### src/rtl/vga_timing.sv
// ---------------------------------------------------------------------------
// vga_timing
//
// Free-running VGA raster timing generator. The defaults give the VESA
// 800x600@60 Hz mode from a 40 MHz pixel clock: 1056 pixels per line and
// 628 lines per frame. The module produces pixel/line counters plus
// blanking and sync strobes. Every downstream draw stage keys off these
// outputs.
//
// All outputs are registered. The strobes are decoded from the next-count
// value, so in every cycle they line up with the counter value shown on
// the same cycle.
//
// Ports:
//   clk_i     pixel clock, all logic on the rising edge
//   rst_i     synchronous reset, active high
//   hcount_o  current pixel column, 0..HOR_TOTAL_TIME-1
//   hsync_o   horizontal sync (active level depends on configuration)
//   hblnk_o   1 outside the visible columns
//   vcount_o  current line, 0..VER_TOTAL_TIME-1
//   vsync_o   vertical sync (active level depends on configuration)
//   vblnk_o   1 outside the visible lines
//
// Configuration macro:
//   VGA_SYNC_ACTIVE_LOW_EN  when defined, hsync_o/vsync_o are 0 inside the
//                           sync window and 1 otherwise, and both reset
//                           to 1. When undefined, sync is active high and
//                           both reset to 0.
// ---------------------------------------------------------------------------
module vga_timing #(
  parameter int unsigned HOR_TOTAL_TIME  = 1056,
  parameter int unsigned HOR_BLANK_START = 800,
  parameter int unsigned HOR_SYNC_START  = 840,
  parameter int unsigned HOR_SYNC_TIME   = 128,
  parameter int unsigned VER_TOTAL_TIME  = 628,
  parameter int unsigned VER_BLANK_START = 600,
  parameter int unsigned VER_SYNC_START  = 601,
  parameter int unsigned VER_SYNC_TIME   = 4
) (
  input  logic        clk_i,
  input  logic        rst_i,
  output logic [10:0] hcount_o,
  output logic        hsync_o,
  output logic        hblnk_o,
  output logic [10:0] vcount_o,
  output logic        vsync_o,
  output logic        vblnk_o
);

  localparam logic [10:0] H_LAST     = 11'(HOR_TOTAL_TIME - 1);
  localparam logic [10:0] H_BLANK    = 11'(HOR_BLANK_START);
  localparam logic [10:0] H_SYNC_BEG = 11'(HOR_SYNC_START);
  localparam logic [10:0] H_SYNC_END = 11'(HOR_SYNC_START + HOR_SYNC_TIME);
  localparam logic [10:0] V_LAST     = 11'(VER_TOTAL_TIME - 1);
  localparam logic [10:0] V_BLANK    = 11'(VER_BLANK_START);
  localparam logic [10:0] V_SYNC_BEG = 11'(VER_SYNC_START);
  localparam logic [10:0] V_SYNC_END = 11'(VER_SYNC_START + VER_SYNC_TIME);

`ifdef VGA_SYNC_ACTIVE_LOW_EN
  localparam logic SYNC_ACTIVE = 1'b0;
`else
  localparam logic SYNC_ACTIVE = 1'b1;
`endif

  logic [10:0] hcount_q, hcount_d;
  logic [10:0] vcount_q, vcount_d;
  logic        hsync_q, hsync_d;
  logic        hblnk_q, hblnk_d;
  logic        vsync_q, vsync_d;
  logic        vblnk_q, vblnk_d;

  // Raster counters. The line counter advances only when the pixel counter
  // wraps. Using >= on the wrap test means a counter can never run past
  // its last value, even from an unexpected state.
  always_comb begin
    hcount_d = hcount_q + 11'd1;
    vcount_d = vcount_q;
    if (hcount_q >= H_LAST) begin
      hcount_d = '0;
      if (vcount_q >= V_LAST) begin
        vcount_d = '0;
      end else begin
        vcount_d = vcount_q + 11'd1;
      end
    end
  end

  // Strobe decode works on the next-count values. The registered strobes
  // then describe the same pixel that the registered counters show.
  always_comb begin
    hblnk_d = (hcount_d >= H_BLANK);
    vblnk_d = (vcount_d >= V_BLANK);
    hsync_d = ((hcount_d >= H_SYNC_BEG) && (hcount_d < H_SYNC_END)) ? SYNC_ACTIVE : ~SYNC_ACTIVE;
    vsync_d = ((vcount_d >= V_SYNC_BEG) && (vcount_d < V_SYNC_END)) ? SYNC_ACTIVE : ~SYNC_ACTIVE;
  end

  // Output registers. Reset parks the raster at the top-left pixel, with
  // blanking clear and both syncs at their inactive level.
  always_ff @(posedge clk_i) begin
    if (rst_i) begin
      hcount_q <= '0;
      vcount_q <= '0;
      hblnk_q  <= 1'b0;
      vblnk_q  <= 1'b0;
      hsync_q  <= ~SYNC_ACTIVE;
      vsync_q  <= ~SYNC_ACTIVE;
    end else begin
      hcount_q <= hcount_d;
      vcount_q <= vcount_d;
      hblnk_q  <= hblnk_d;
      vblnk_q  <= vblnk_d;
      hsync_q  <= hsync_d;
      vsync_q  <= vsync_d;
    end
  end

  assign hcount_o = hcount_q;
  assign vcount_o = vcount_q;
  assign hsync_o  = hsync_q;
  assign hblnk_o  = hblnk_q;
  assign vsync_o  = vsync_q;
  assign vblnk_o  = vblnk_q;

endmodule

### config.mk
export PLATFORM = sky130hd
export DESIGN_NAME = vga_timing
export DESIGN_NICKNAME = d
export VERILOG_FILES = /design/src/rtl/vga_timing.sv
export SDC_FILE = /design/constraint.sdc
export NUM_CORES = 1
export LEC_CHECK = 0
export ABC_AREA = 1
export CAP_MARGIN = 5
export CORE_ASPECT_RATIO = 1.2
export CORE_UTILIZATION = 46
export CTS_CLUSTER_DIAMETER = 120
export DETAILED_ROUTE_END_ITERATION = 6
export HOLD_SLACK_MARGIN = 0.08
export PLACE_DENSITY = 0.75
export SYNTH_ARGS = -nofsm -noshare
export SYNTH_HDL_FRONTEND = slang
export SYNTH_SLANG_ARGS = --single-unit
### constraint.sdc
create_clock -name clk_i -period 1.6 [get_ports clk_i]
set_input_delay 0.48 -clock clk_i [delete_from_list [all_inputs] [get_ports clk_i]]
set_output_delay 0.48 -clock clk_i [all_outputs]
set_load 0.01 [all_outputs]
* Word-level counts from Yosys, hierarchy flattened
Cells that the tools add are included.
** Cells by class
- Muxes and demuxes :: 5
- Order comparisons :: 8
- Reductions and logical operators :: 2
- Add/sub/neg operators :: 2
** Operator list (count)
- $ge 11x10->1 const B :: 5
- $mux 11 :: 3
- $add 11x1->11 const B :: 2
- $lt 11x10->1 const B :: 2
- $ge 11x11->1 const B :: 1
- $logic_and 1x1->1 :: 2
- $mux 1 :: 2
** Word-level totals
- Register bits :: 26
- Input port bits :: 2
- Word-level logic and storage cells :: 23

* Depth between registers and ports, before layout
- Word-level depth :: 6
- Mapped depth :: 14
- Gate-level depth less buffers :: 14

* Worst setup path after synthesis
OpenSTA, ideal clock, no wires.
- Path kind :: register to register
- Start point :: register hcount_q[0] (netlist: hcount_o[0])
- End point :: register hsync_q (netlist: hsync_o)
- Arrival time :: 1.636 ns
- Cell stages (with the launch flop) :: 13
- Data required time :: 1.471 ns
- Setup slack :: -0.165 ns
- Path buffers :: 1
- Cells stage by stage :: dfxtp_1 > ha_1 > nand2_1 > nor2_2 > inv_2 > nand3_2 > nand2_4 > buf_6 > o211ai_1 > o21ai_0 > nand2_1 > o21ai_1 > nor2_1
** On the way
- Word-level cells in the longest chain between the ends :: 5
- Elaborated cells on any way between the ends :: 7
- Classes of those cells :: 1 x add/sub; 3 x order compare; 2 x mux; 1 x reduce/logical
** Ends and longest elaborated chain
- from (decl) :: line 65 : logic [10:0] hcount_q, hcount_d;
- from (signal assigned) :: line 108 : hcount_q <= hcount_d;
- $add 11x1->11 / $ge 11x11->1 (equally long branches) :: line 76, 78
- $mux 11 * :: line 78 : if (hcount_q >= H_LAST) begin
- $ge 11x10->1 / $lt 11x10->1 (equally long branches) :: line 93 : hsync_d = ((hcount_d >= H_SYNC_BEG) && (hcount_d < H_SYNC_END)) ? SYNC_ACTIVE : ~SYNC_ACTIVE;
- $logic_and 1x1->1 * :: line 93
- $mux 1 * :: line 93
- to (signal assigned) :: line 105 : hsync_q <= ~SYNC_ACTIVE;
- to (signal assigned) :: line 112 : hsync_q <= hsync_d;
- to (decl) :: line 67 : logic hsync_q, hsync_d;
Every way passes the cells marked *; elsewhere a longest branch is shown, timed or not.
A chain may end at the register's enable or synchronous reset.

* Final worst setup path
- Start point :: register hcount_q[0] (netlist: hcount_o[0])
- End point :: register vsync_q (netlist: vsync_o)
** On the way
- Word-level cells in the longest chain between the ends :: 5
- Elaborated cells on any way between the ends :: 6
- Classes of those cells :: 3 x order compare; 2 x mux; 1 x reduce/logical
** Ends and longest elaborated chain
- $ge 11x11->1 * :: line 78
- $mux 11 * :: line 78
- $ge 11x10->1 / $lt 11x10->1 (equally long branches) :: line 94 : vsync_d = ((vcount_d >= V_SYNC_BEG) && (vcount_d < V_SYNC_END)) ? SYNC_ACTIVE : ~SYNC_ACTIVE;
- $logic_and 1x1->1 * :: line 94
- $mux 1 * :: line 94
- to (signal assigned) :: line 106 : vsync_q <= ~SYNC_ACTIVE;
- to (signal assigned) :: line 113 : vsync_q <= vsync_d;
- to (decl) :: line 69 : logic vsync_q, vsync_d;
Marks and branches as above.

==> qor.yml <==
run_status: "complete, but fails checks"
worst-slew-pin-transition_ns: 0.379
io_buffer_count: 27
finalHoldViolations: 0
synthAdderAreaFrac: 0.0171
cts-htree-levels: 1
grt_pass1_vias: 1771
yosys-mux-area-fraction: 0
fin_skew_ns: 0.0134
synth-compound-area-share: 0.0957
nNetsFinal: 332
post_synth_xor_xnor_area: 0.0299
clkSlewWorstSetupHoldPaths_ns: 0.16
drc: 0
worst_ep_required_time_ns: 1.88
route.vias.total: 2049
groute.usage.overall: 0.300
clock_root_buffer: "sky130_fd_sc_hd__clkbuf_4"
seq_area_frac_synth: 0.356
path_max_fanout: 5
worst-path-buf-inv: 3
setup.worst_path.class: "register to register"
failed_checks: "setup timing"
core_um2: 3060
antenna_cells: 0
start_util: 0.479
main_combinational_cell_family_by_area_after_synthesis: "simple AND/OR/NAND/NOR gates"
synthesis.area_per_instance_um2: 6.72
synth_cell_types: 30
critPathSlowestCell: "sky130_fd_sc_hd__dfxtp_4"
cts_buffers: 3
worst_ir_drop_vdd_v: 0.000462
drtPass1Iterations: 4
end_kind: "register"
synth_warn: 0
cts_tree: "done"
synthCells: 218
path_delay_family: "simple AND/OR/NAND/NOR gates"
syn2layout_area_growth_pct: 86.8
latest_clock_arrival_within_the_worst_skew_pair_ns: 0.34
clkSinkCount: 26
yosys.area.top_type_share: 0.356
row_count: 22
synth.area.top_cells: "sky130_fd_sc_hd__dfxtp_1, sky130_fd_sc_hd__nand2_1, sky130_fd_sc_hd__nor2_1, sky130_fd_sc_hd__inv_1, sky130_fd_sc_hd__nand3_1"
postRouteWirelength_um: 6630
drv.max_cap_violation_count: 0
grt_overflow_total: 0
grt_antenna_before_repair: 0
unrepaired_setup_endpoints_after_global_routing: "yes"
floorplan.die.height_um: 63.8
slowest_delay_ns: 0.40
ys_ff_latch: 26
finalWorstPathRequiredPeriod_ns: 1.95
drt.antenna.violating_nets: 0
postSynthNetCount: 222
setup_viol: 15
dieWidth_um: 53.5
syn_area_um2: 1460
dieArea_um2: 3410
worst_slack_ns: -0.349
worst-endpoint-arrival_ns: 2.22
achievable-frequency_mhz: 513
gpl.final_weighted_congestion: 0.904
yosys.area.top_type: "sky130_fd_sc_hd__dfxtp_1"
layout-drive-gt1-share: 0.584
drt_iter0_markers: 112
p_total_uw: 1100
yosys.area_share.simple: 0.419
top_level_ports: 28
first_pass_grt_wire_length_um: 7530
wl_cell_um: 18.3
power.static_leakage_uw: 0.00134
detailed_place_hpwl_um: 3090
crit_chain: "ha_4, nand2_4, nor2_4, inv_2, nand3_4, nand2_8, buf_6, nand2_1, a21boi_4, inv_1, nand2_2, nand3_2, nor2_2"
min_path_type: "register to register"
clk_path_buf_depth: 2
grt_max_degree: 15
timing.max_slew.rel_slack: 0.746
timing.final.max_slew_violations: 0
power.density_nw_per_um2: 401
route.detailed.vias_per_inst: 5.64
final_min_period_over_clock_period: 1.22
aggregate_negative_setup_slack_ns: -1.58
start_kind: "register"
-- synth_stat cells --
library cell	count
sky130_fd_sc_hd__nand2_1	58
sky130_fd_sc_hd__clkinv_1	2
sky130_fd_sc_hd__nor2_8	1
sky130_fd_sc_hd__ha_1	2
sky130_fd_sc_hd__nand4_1	6
sky130_fd_sc_hd__a22oi_2	1
sky130_fd_sc_hd__a21oi_1	5
sky130_fd_sc_hd__a21boi_1	1
sky130_fd_sc_hd__nor3_1	6
sky130_fd_sc_hd__nand2_2	6
sky130_fd_sc_hd__xor2_1	4
sky130_fd_sc_hd__nor2_2	4
sky130_fd_sc_hd__inv_1	18
sky130_fd_sc_hd__clkbuf_1	2
sky130_fd_sc_hd__clkinv_4	1
sky130_fd_sc_hd__inv_2	5
sky130_fd_sc_hd__nor2_1	39
sky130_fd_sc_hd__a21oi_2	2
sky130_fd_sc_hd__o31ai_1	1
sky130_fd_sc_hd__xnor2_1	1
sky130_fd_sc_hd__nand3_2	4
sky130_fd_sc_hd__nor3b_1	1
sky130_fd_sc_hd__o21ai_1	2
sky130_fd_sc_hd__nand3_1	8
sky130_fd_sc_hd__o21ai_2	2
sky130_fd_sc_hd__buf_6	1
sky130_fd_sc_hd__o211ai_1	1
sky130_fd_sc_hd__dfxtp_1	26
sky130_fd_sc_hd__o21ai_0	7
sky130_fd_sc_hd__nand2_4	1
-- layer usage --
layer	global-route usage	part of all wire
met1	0.317	0.36
met2	0.563	0.50
met3	0.0262	0.065
met4	0.141	0.076
met5	0	0
-- cells in the final DEF, fill, tap and decap left out, types with 2 or more instances in the layout --
cell and instances:
sky130_fd_sc_hd__clkbuf_4 3, sky130_fd_sc_hd__nor2_4 7, sky130_fd_sc_hd__inv_1 15, sky130_fd_sc_hd__ha_4 2, sky130_fd_sc_hd__o21ai_0 2, sky130_fd_sc_hd__nand4_1 6, sky130_fd_sc_hd__inv_2 7, sky130_fd_sc_hd__dfxtp_4 5
sky130_fd_sc_hd__nor2_2 12, sky130_fd_sc_hd__nor2_1 24, sky130_fd_sc_hd__buf_6 13, sky130_fd_sc_hd__nand3_4 3, sky130_fd_sc_hd__a21oi_1 3, sky130_fd_sc_hd__nor3_1 2, sky130_fd_sc_hd__buf_4 70, sky130_fd_sc_hd__nand3_1 5
sky130_fd_sc_hd__o21ai_1 4, sky130_fd_sc_hd__clkdlybuf4s15_1 3, sky130_fd_sc_hd__xor2_1 3, sky130_fd_sc_hd__o21ai_2 4, sky130_fd_sc_hd__clkinv_1 2, sky130_fd_sc_hd__a21oi_2 4, sky130_fd_sc_hd__dfxtp_1 6, sky130_fd_sc_hd__nand3_2 4
sky130_fd_sc_hd__nand2_1 39, sky130_fd_sc_hd__nor3_2 4, sky130_fd_sc_hd__dfxtp_2 15, sky130_fd_sc_hd__clkbuf_2 3, sky130_fd_sc_hd__nand2_4 4, sky130_fd_sc_hd__dlygate4sd2_1 18, sky130_fd_sc_hd__nand2_2 21
-- what timing repair did --
item | in CTS | in global routing
buffers inserted | 12 | 10
resized for setup | 71 | 68
pin swaps | 20 | 16
hold buffers | 0 | 0
endpoints found under the setup margin | 32 | 28
-- registers in the layout (all words and copies together), names as in the netlist --
signal	count
hsync_o	1
hblnk_o	1
vsync_o	1
hcount_o	11
vcount_o	11
vblnk_o	1
-- final cells by class --
cell class | count | area (µm²)
tap | 36 | 45.0
multi-input combinational | 163 | 1100
inverter | 26 | 108
timing repair buffer | 108 | 885
fill | 140 | 320
clock buffer | 4 | 36.3
sequential | 26 | 558
-- power by group --
group | leakage [µW] | internal, µW | total [µW] | switching [µW]
Combinational | 0.00110 | 38.0 | 79.2 | 41.2
Sequential | 0.000221 | 649 | 656 | 7.60
Clock | 0.0000210 | 140 | 360 | 220
Total | 0.00134 | 827 | 1100 | 269
-- cells by family after synthesis --
kind of cell | count (synthesis)
AO/OA/AOI/OAI | 22
adder cells (fa/ha/maj) | 2
buffers and inverters | 29
AND/OR/NAND/NOR | 134
flip-flops | 26
XOR/XNOR | 5
-- path summary, 6_finish.rpt --
kind,startpoint,endpoint,slack (ns),depth (start not counted)
max reg2reg,hcount_o[0],vsync_o,-0.35,13
min reg2reg,hcount_o[0],hcount_o[0],0.50,1
max,hcount_o[0],vsync_o,-0.35,13
min,hcount_o[0],hcount_o[0],0.50,1
-- stage by stage --
stage               utilization  setup WS (ns)  hold slack (ns)  cell area [µm²]  cells
global route              0.895         -0.461            0.493             2740    363
detailed placement        0.748         -0.144            0.431             2290    341
floorplan                     -        -0.0416            0.466             1520    218
global placement          0.748         -0.106            0.429             2290    341
CTS                       0.810        -0.0990            0.457             2470    357
finish                    0.895         -0.349            0.495             2740    363
(Power assumes the default switching activity.)
